==> config.mk <==
export PLATFORM = sky130hd
export DESIGN_NAME = mips_trace_tx
export DESIGN_NICKNAME = d
export VERILOG_FILES = /design/src/rtl/mips_trace_pkg.sv /design/src/rtl/trace_fifo.sv /design/src/rtl/mips_trace_tx.sv
export SDC_FILE = /design/constraint.sdc
export NUM_CORES = 1
export LEC_CHECK = 0
export BUFFER_PORTS_ARGS = -buffer_cell sky130_fd_sc_hd__buf_4
export CAP_MARGIN = 20
export CORE_ASPECT_RATIO = 0.75
export CORE_MARGIN = 8
export CORE_UTILIZATION = 35
export CTS_CLUSTER_DIAMETER = 200
export DETAILED_ROUTE_END_ITERATION = 8
export SLEW_MARGIN = 20
export SYNTH_ARGS = -nofsm -noshare
export SYNTH_HDL_FRONTEND = slang
export SYNTH_HIERARCHICAL = 1
export SYNTH_SLANG_ARGS = --single-unit
export TNS_END_PERCENT = 10
==> constraint.sdc <==
create_clock -name clk -period 11.8 [get_ports clk]
set_input_delay 0.59 -clock clk [delete_from_list [all_inputs] [get_ports clk]]
set_output_delay 0.59 -clock clk [all_outputs]
set_load 0.02 [all_outputs]
==> src/rtl/mips_trace_pkg.sv <==
// rtl/mips_trace_pkg.sv - shared types and constants for the MIPS trace transmitter
//
// Purpose: record layout, serializer state encoding and byte-select helper
// used by mips_trace_tx and its FIFO.
// Build option: TRACE_SYNC_EN prefixes every record with SYNC_BYTE.

package mips_trace_pkg;

  localparam int         REC_BYTES = 12;
  localparam logic [7:0] SYNC_BYTE = 8'hA5;

`ifdef TRACE_SYNC_EN
  localparam int HDR_BYTES = 1;
`else
  localparam int HDR_BYTES = 0;
`endif

  // Bytes on the wire per record, including the optional sync prefix.
  localparam int TX_BYTES = REC_BYTES + HDR_BYTES;

  typedef enum logic {
    IDLE,
    SEND
  } tx_state_t;

  // Field order matches transmit order: pc is sent first, MSB first.
  typedef struct packed {
    logic [31:0] pc;
    logic [31:0] instr;
    logic [31:0] alu;
  } trace_rec_t;

  // Byte k (0 = first on the wire) of a record, big-endian.
  function automatic logic [7:0] rec_byte(input trace_rec_t rec, input logic [3:0] k);
    logic [95:0] v;
    v = rec;
    v = v << {k, 3'b000};
    return v[95:88];
  endfunction

endpackage

==> src/rtl/trace_fifo.sv <==
// rtl/trace_fifo.sv - parameterised synchronous FIFO for trace records
//
// Purpose: plain push/pop FIFO; the caller decides whether a push is allowed.
// Ports:
//   clk, reset      clock, synchronous active-low reset
//   push, wdata     write wdata at the write pointer
//   pop, rdata      rdata is the current head (combinational); pop advances it
//   full, empty     occupancy flags
//   level           number of entries held

module trace_fifo #(
  parameter int DEPTH = 8,
  parameter int WIDTH = 96
) (
  input  logic                     clk,
  input  logic                     reset,
  input  logic                     push,
  input  logic [WIDTH-1:0]         wdata,
  input  logic                     pop,
  output logic [WIDTH-1:0]         rdata,
  output logic                     full,
  output logic                     empty,
  output logic [$clog2(DEPTH):0]   level
);

  localparam int AW = $clog2(DEPTH);

  // Pointers carry one extra MSB so full and empty are distinguishable.
  logic [AW:0]      wr_ptr;
  logic [AW:0]      rd_ptr;
  logic [WIDTH-1:0] mem [DEPTH];

  always_ff @(posedge clk) begin
    if (!reset) begin
      wr_ptr <= '0;
      rd_ptr <= '0;
    end else begin
      if (push) wr_ptr <= wr_ptr + 1'b1;
      if (pop)  rd_ptr <= rd_ptr + 1'b1;
    end
  end

  always_ff @(posedge clk) begin
    if (push) mem[wr_ptr[AW-1:0]] <= wdata;
  end

  assign rdata = mem[rd_ptr[AW-1:0]];
  assign empty = (wr_ptr == rd_ptr);
  assign full  = (wr_ptr[AW] != rd_ptr[AW]) && (wr_ptr[AW-1:0] == rd_ptr[AW-1:0]);
  assign level = wr_ptr - rd_ptr;

endmodule

==> src/rtl/mips_trace_tx.sv <==
// rtl/mips_trace_tx.sv - byte-serial execution-trace transmitter for the MIPS core
//
// Purpose: queues one record (PC, instruction, ALU result) per retired
// instruction and streams it out big-endian over a valid/ready byte interface.
// Records arriving with no FIFO space are dropped and counted.
// Build option: TRACE_SYNC_EN adds a 0xA5 prefix byte to every record.
// Ports:
//   clk, reset                  clock, synchronous active-low reset
//   retire_valid/pc/instr/alu   retired-instruction capture from the core
//   tx_valid, tx_data, tx_last  output byte stream
//   tx_ready                    sink accepts the byte on this edge
//   fifo_level                  records queued, not counting the one being sent
//   overflow_cnt                dropped records, saturating at 0xFFFF

module mips_trace_tx
  import mips_trace_pkg::*;
#(
  parameter int DEPTH = 8
) (
  input  logic                     clk,
  input  logic                     reset,
  input  logic                     retire_valid,
  input  logic [31:0]              retire_pc,
  input  logic [31:0]              retire_instr,
  input  logic [31:0]              retire_alu,
  output logic                     tx_valid,
  output logic [7:0]               tx_data,
  output logic                     tx_last,
  input  logic                     tx_ready,
  output logic [$clog2(DEPTH):0]   fifo_level,
  output logic [15:0]              overflow_cnt
);

  tx_state_t  state;
  tx_state_t  state_nx;
  logic [3:0] byte_idx;
  logic [3:0] idx_nx;
  trace_rec_t cur_rec;
  trace_rec_t head;
  logic       push;
  logic       pop;
  logic       drop;
  logic       full;
  logic       empty;
  logic       at_last;
  logic [7:0] sel_byte;

  trace_fifo #(
    .DEPTH (DEPTH),
    .WIDTH ($bits(trace_rec_t))
  ) u_fifo (
    .clk   (clk),
    .reset (reset),
    .push  (push),
    .wdata ({retire_pc, retire_instr, retire_alu}),
    .pop   (pop),
    .rdata (head),
    .full  (full),
    .empty (empty),
    .level (fifo_level)
  );

  assign at_last = (byte_idx == 4'(TX_BYTES - 1));

  always_comb begin
    state_nx = state;
    idx_nx   = byte_idx;
    pop      = 1'b0;
    case (state)
      IDLE: begin
        if (!empty) begin
          pop      = 1'b1;
          state_nx = SEND;
          idx_nx   = '0;
        end
      end
      SEND: begin
        if (tx_ready) begin
          if (at_last) begin
            idx_nx = '0;
            // Chain straight into the next record so there is no bubble.
            if (!empty) pop = 1'b1;
            else        state_nx = IDLE;
          end else begin
            idx_nx = byte_idx + 4'd1;
          end
        end
      end
      default: state_nx = IDLE;
    endcase
  end

  // A full FIFO still has room when the head leaves on the same edge.
  assign push = retire_valid && (!full || pop);
  assign drop = retire_valid && !push;

  always_ff @(posedge clk) begin
    if (!reset) begin
      state        <= IDLE;
      byte_idx     <= '0;
      cur_rec      <= '0;
      overflow_cnt <= '0;
    end else begin
      state    <= state_nx;
      byte_idx <= idx_nx;
      if (pop) cur_rec <= head;
      if (drop && (overflow_cnt != 16'hFFFF)) overflow_cnt <= overflow_cnt + 16'd1;
    end
  end

  always_comb begin
`ifdef TRACE_SYNC_EN
    if (byte_idx == 4'd0) sel_byte = SYNC_BYTE;
    else                  sel_byte = rec_byte(cur_rec, byte_idx - 4'd1);
`else
    sel_byte = rec_byte(cur_rec, byte_idx);
`endif
  end

  // Outputs are forced to zero outside SEND so the idle bus is quiet.
  assign tx_valid = (state == SEND);
  assign tx_last  = (state == SEND) && at_last;
  assign tx_data  = (state == SEND) ? sel_byte : 8'h00;

endmodule

# Yosys cells after proc, flatten, opt, wreduce, memory -nomap -nowiden
# Memory sizes are Yosys's and may differ from the RTL's. A register that Yosys moved wholly into a read port is not among the register bits.
# Cells that the tools add are included.
[word_totals]
register_bits = 29
mem_bits_rw = 768
mem_count = 1
[op_classes]
add_sub_neg = 5
n_eq_ne = 7
shifts = 1
muxes = 14
bitwise_logic = 1
reduce_logical = 10
[mem_list]
columns = ["memory", "depth", "width", "read_ports", "rd_clocked_by_memory_dff", "wr", "line_no", "text"]
rows = [
  ["u_fifo.mem", 8, 96, 1, 1, 1, "trace_fifo.sv:31", "logic [WIDTH-1:0] mem [DEPTH];"],
]
[ops]
columns = ["op", "n"]
rows = [
  ["96-bit by 7-bit << shifter with 96-bit output", 1],
  ["16-bit by 1-bit adder with 16-bit output, second input constant", 1],
  ["16-bit inequality test, second input constant", 1],
  ["4-bit by 1-bit adder with 4-bit output, second input constant", 3],
  ["4-bit 2-to-1 mux", 3],
  ["8-bit 2-to-1 mux", 1],
  ["4-bit case mux with 2 select lines", 1],
  ["1-bit 2-to-1 mux", 7],
  ["1-bit logical AND", 5],
  ["4-bit equality test", 1],
  ["4-bit equality test, second input constant", 1],
  ["2-bit inequality test, second input constant", 2],
  ["1-bit case mux with 2 select lines", 2],
  ["4-bit subtractor", 1],
  ["3-bit equality test", 1],
  ["1-bit zero test", 3],
  ["2-bit AND reduction", 1],
  ["1-bit logical OR", 1],
  ["1-bit inequality test", 1],
  ["1-bit NOT", 1],
]

# Logic depth before layout (Yosys ltp)
[logic_depth]
depth_word = 10
depth_mapped = 12
ltp_nobuf = 9

# Cells and area by module
# Netlist, hierarchy kept.
[by_module_without_submodules]
columns = ["module", "n_inst", "cells_per_inst", "area_per_inst_um2", "seq_area_each_um2"]
rows = [
  ["trace_fifo", 1, 1176, 29407.0, 23282.3],
  ["mips_trace_tx", 1, 612, 5247.5, 2342.2],
]

# Worst setup path after synthesis
# No wires, ideal clock.
[synth_timing]
path_kind = "register -> register"
from = "register u_fifo.rd_ptr[2]"
to = "memory u_fifo.mem[1][0] (enable)"
setup_time_ps = 668
arrival_time_ps = 8479
path_slack_ps = 2653
stages_incl_launch_ff = 12
path_buffers = 3
period_less_slack_ps = 9147
path_cell_list = "dfxtp_1 -> inv_1 -> ha_1 -> nand3_1 -> nor2_1 -> a21o_1 -> buf_2 -> buf_2 -> buf_2 -> a21boi_1 -> nand2_1 -> nor3_1"
[synth_via]
elab_chain_cells = 9
elab_cells_between_ends = 12
[synth_rtl]
columns = ["element", "line_no", "text"]
rows = [
  ["start, declared", "trace_fifo.sv:30", "logic [AW:0] rd_ptr;"],
  ["start signal, assigned", "trace_fifo.sv:39", "if (pop) rd_ptr <= rd_ptr + 1'b1;"],
  ["4-bit equality test (*)", "trace_fifo.sv:48", "assign empty = (wr_ptr == rd_ptr);"],
  ["named net empty", "mips_trace_tx.sv:44", "logic empty;"],
  ["1-bit 2-to-1 mux (*)", "mips_trace_tx.sv:71, mips_trace_tx.sv:82", ""],
  ["1-bit 2-to-1 mux", "mips_trace_tx.sv:79", "if (at_last) begin"],
  ["1-bit 2-to-1 mux", "mips_trace_tx.sv:78", "if (tx_ready) begin"],
  ["1-bit case mux with 2 select lines (*)", "mips_trace_tx.sv:69", "case (state)"],
  ["1-bit logical OR (*)", "mips_trace_tx.sv:94", "assign push = retire_valid && (!full || pop);"],
  ["1-bit logical AND (*)", "mips_trace_tx.sv:94", ""],
  ["named net push", "mips_trace_tx.sv:40", "logic push;"],
  ["1-bit 2-to-1 mux (*)", "trace_fifo.sv:44", "if (push) mem[wr_ptr[AW-1:0]] <= wdata;"],
  ["1-bit 2-to-1 mux (not written as such) (*)", "trace_fifo.sv:44", ""],
  ["end, declared", "trace_fifo.sv:31", ""],
]
# The timed path passes the listed nets; every way through them passes the cells marked *.

# Worst setup path in the final report
[layout_timing]
from = "register byte_idx[1]"
to = "memory u_fifo.mem[4][35] (enable)"
[layout_via]
elab_chain_cells = 8
[layout_rtl]
columns = ["element", "line_no", "text"]
rows = [
  ["start, declared", "mips_trace_tx.sv:36", "logic [3:0] byte_idx;"],
  ["start signal, assigned", "mips_trace_tx.sv:105", "byte_idx <= idx_nx;"],
  ["4-bit equality test", "mips_trace_tx.sv:63", "assign at_last = (byte_idx == 4'(TX_BYTES - 1));"],
  ["1-bit 2-to-1 mux", "mips_trace_tx.sv:79", ""],
  ["1-bit 2-to-1 mux", "mips_trace_tx.sv:78", ""],
  ["1-bit case mux with 2 select lines", "mips_trace_tx.sv:69", ""],
  ["1-bit logical OR", "mips_trace_tx.sv:94", ""],
  ["1-bit logical AND", "mips_trace_tx.sv:94", ""],
  ["named net push", "mips_trace_tx.sv:40", ""],
  ["1-bit 2-to-1 mux", "trace_fifo.sv:44", ""],
  ["1-bit 2-to-1 mux (not written as such)", "trace_fifo.sv:44", ""],
]
# The timed path passes the listed nets, and every way through them passes these cells.

==> metrics <==
status completed; Syn Std Cell Area 34650 sq um; clock tree buffer depth 3; max cap viols 0; critical path cell sequence ha_1 -> nand4b_2 -> a21o_4 -> a21boi_1 -> nand2_1 -> nor2_4 -> buf_4 -> buf_4; Global Route Usage Sum 14.03%; yosys warns 6; period utilization 40.64%; WHS 0.1698 ns; slowest stage delay, CP 0.98 ns; CTS Hold Buffers Added 0; Resize count post-CTS 0; CORE AREA 98720 sq um; Logic pwr share 18.6%; worst r2r dst u_fifo/mem[4][35]; Netlist cell types 51; total CTS buffers 87; Worst Min Path Start retire_alu[12]; fin crit period 4.795 ns; worst path bufs/invs 2; final WL 77520 um; Clk pin slew, worst setup/hold paths 0.06 ns; area share of the largest cell type after synthesis 66.55%; clock latency on the worst-skew pair 0.64 ns; clock power share 34.5%; CP Data Required Time 12.06 ns; Worst Hold Depth 1; Seq/Total Area, Yosys 73.94%; Placer Congestion 0.7804; first-pass GRT wire length 115100 um; Synth Instances 1788; ys flop type edfxtp_1; top-count cell post-synth edfxtp_1; setup TNS 0 ns; highest clock rate 208.5 MHz; slowest CP cell dfxtp_1; CTS H-tree depth 3; maximum VDD drop 0.1424 mV; largest net degree at the start of global routing 105; Worst Setup Path Type reg -> reg; synth top area cells edfxtp_1 (67%), mux4_2 (14%), dfxtp_1 (7.4%); Starting Density 35.10%; reg2reg start byte_idx[1]; sw power 2.131 mW; post-route antenna net violation count 0; Die ar. 109400 sq um; initial drt markers 1371; WL per Instance 23.26 um; Die Wd 379.3 um; Vias 16990; Worst Hold Endpoint u_fifo/mem[4][12]; Syn Area/Cell 19.38 sq um; IO Port Bufs 129; Slew Limit Fails 0; EDFF count, synth 768; root buffer cell clkbuf_16; Total Power 8.039 mW; crit path launch type register; register bit total from synthesis 896; RSZ-0062 raised after global routing no; initial antenna violation count 10; Internal Pwr Total 5.909 mW; vias in the first global route 17480; R2R setup slack 7.00 ns; GRT overflow 0; Yosys top cell by area edfxtp_1; switch share 26.50%; CTS sink cnt 896; Mapped Nets 1896; Area growth, synth to finish 14.96%; power share of the sequential group 46.9%; share of layout cells above drive strength 1 30.84%; Worst-Margin Slew 1.117 ns; DRT Pass-1 Iters 5; DRC Markers 0; relative slew slack 25.50%; CTS tree built; Hold WC Path Type in -> reg; clock skew 0.02287 ns; Synth top cells by count edfxtp_1 (768), mux4_2 (216), nand2_1 (214), dfxtp_1 (128), a21oi_1 (110); async set or reset register ratio after synthesis 0%; Final Hold Fails 0; Largest delay share family, worst path buffers and inverters; CP Max Fanout 52; P_leak 12.45 nW; I/O pins 130; Setup Fix Bufs, Post-CTS 0; PD cells 201.8 nW/um^2; crit path DAT 5.06 ns; Nets 2040; R2R depth 8; Std-Cell Rows 100; final setup vio count 0; Vias/cell 5.096; Die H 288.5 um; Most common cell on crit path buf_4; CP endpoint kind register; placed wire-length estimate 45570 um
-- per-stage QoR --
stage	cells	area, sq um	worst slack, ns	utilization, %
after CTS	3329	39810	6.924	40.33
after floorplan	1788	34650	2.653	-
final	3333	39840	7.005	40.36
after detailed placement	3168	36970	6.983	37.45
after global routing	3330	39830	6.676	40.35
after global placement	3168	36970	7.051	37.45
-- sequential cells by signal (all words and copies together), names as in the netlist, named ones only --
| register | cells |
|---|---|
| byte_idx | 4 |
| tx_valid | 1 |
| overflow_cnt | 16 |
| u_fifo/wr_ptr | 4 |
| cur_rec | 96 |
| u_fifo/mem | 768 |
| u_fifo/rd_ptr | 4 |
-- layout by cell type, fill, tap and decap left out, types with 3 or more instances in the layout --
cell	Yosys	final
diode_2	0	3
ha_1	7	7
clkinvlp_4	0	4
nor2_1	14	8
edfxtp_1	768	768
clkbuf_8	2	5
nand4_1	5	5
buf_12	0	3
nor2_4	0	6
clkinv_1	0	8
inv_6	0	3
xnor2_1	5	5
o31ai_1	7	7
mux2_2	97	97
or4_1	8	8
o21ai_0	3	3
nand2b_1	9	9
clkbuf_1	35	26
a21oi_1	110	110
nor2b_1	4	4
mux2i_1	16	16
o22ai_1	8	8
clkbuf_16	0	89
nand3_1	6	6
inv_16	0	3
nor4_1	6	5
mux4_2	216	216
buf_4	5	154
clkinv_2	0	15
inv_1	18	17
and2_1	5	5
dfxtp_4	0	3
nand2_1	214	214
bufinv_16	0	7
dfxtp_1	128	125
-- power groups by stage --
stage / Sequential [mW] / Clock [mW] / Combinational, mW
after CTS: 3.77 / 2.85 / 1.52
after global routing: 3.79 / 2.97 / 1.62
final: 3.77 / 2.77 / 1.50
after global placement: 3.84 / 0 / 1.50
after detailed placement: 3.84 / 0 / 1.52
after floorplan: 3.74 / 0 / 1.20
-- how the worst max path moves through the flow --
stage	from	to	slack (ns)	cells after the start
floorplan	u_fifo/rd_ptr[2]	u_fifo/mem[1][0]	2.65	11
global placement	byte_idx[1]	u_fifo/mem[4][5]	7.05	8
detailed placement	byte_idx[1]	u_fifo/mem[4][35]	6.98	8
CTS	byte_idx[1]	u_fifo/mem[4][35]	6.92	8
global route	byte_idx[1]	u_fifo/mem[4][35]	6.68	8
finish	byte_idx[1]	u_fifo/mem[4][35]	7.00	8
-- routing by layer --
metal  global-route usage [%]  vias up  routed length [um]
li1                         -     7455                   -
met1                    19.99     8974               34920
met2                    21.02      445               35390
met3                    4.650       99                6056
met4                    2.886       12                1091
met5                        0        -                  71
-- cell families after synthesis --
logic type      count (synthesis)  share of synthesized area [%]
compound gates                140                          2.271
xor+xnor                        7                         0.1769
flops                         896                          73.94
fa+ha+maj                       8                         0.3105
buf+inv                       121                          2.004
mux                           329                          17.65
simple gates                  287                          3.643
-- cell type report --
| type | instances | area [sq um] |
|---|---|---|
| antenna | 3 | 7.507 |
| clock buffer | 120 | 2394 |
| clock inverter | 41 | 449.2 |
| fill | 8726 | 58880 |
| inverter | 19 | 73.82 |
| multi-input combinational | 771 | 8404 |
| sequential | 896 | 25640 |
| tap | 1326 | 1659 |
| timing repair buffer | 157 | 1216 |
No activity file was read; power rests on OpenSTA's default activity.
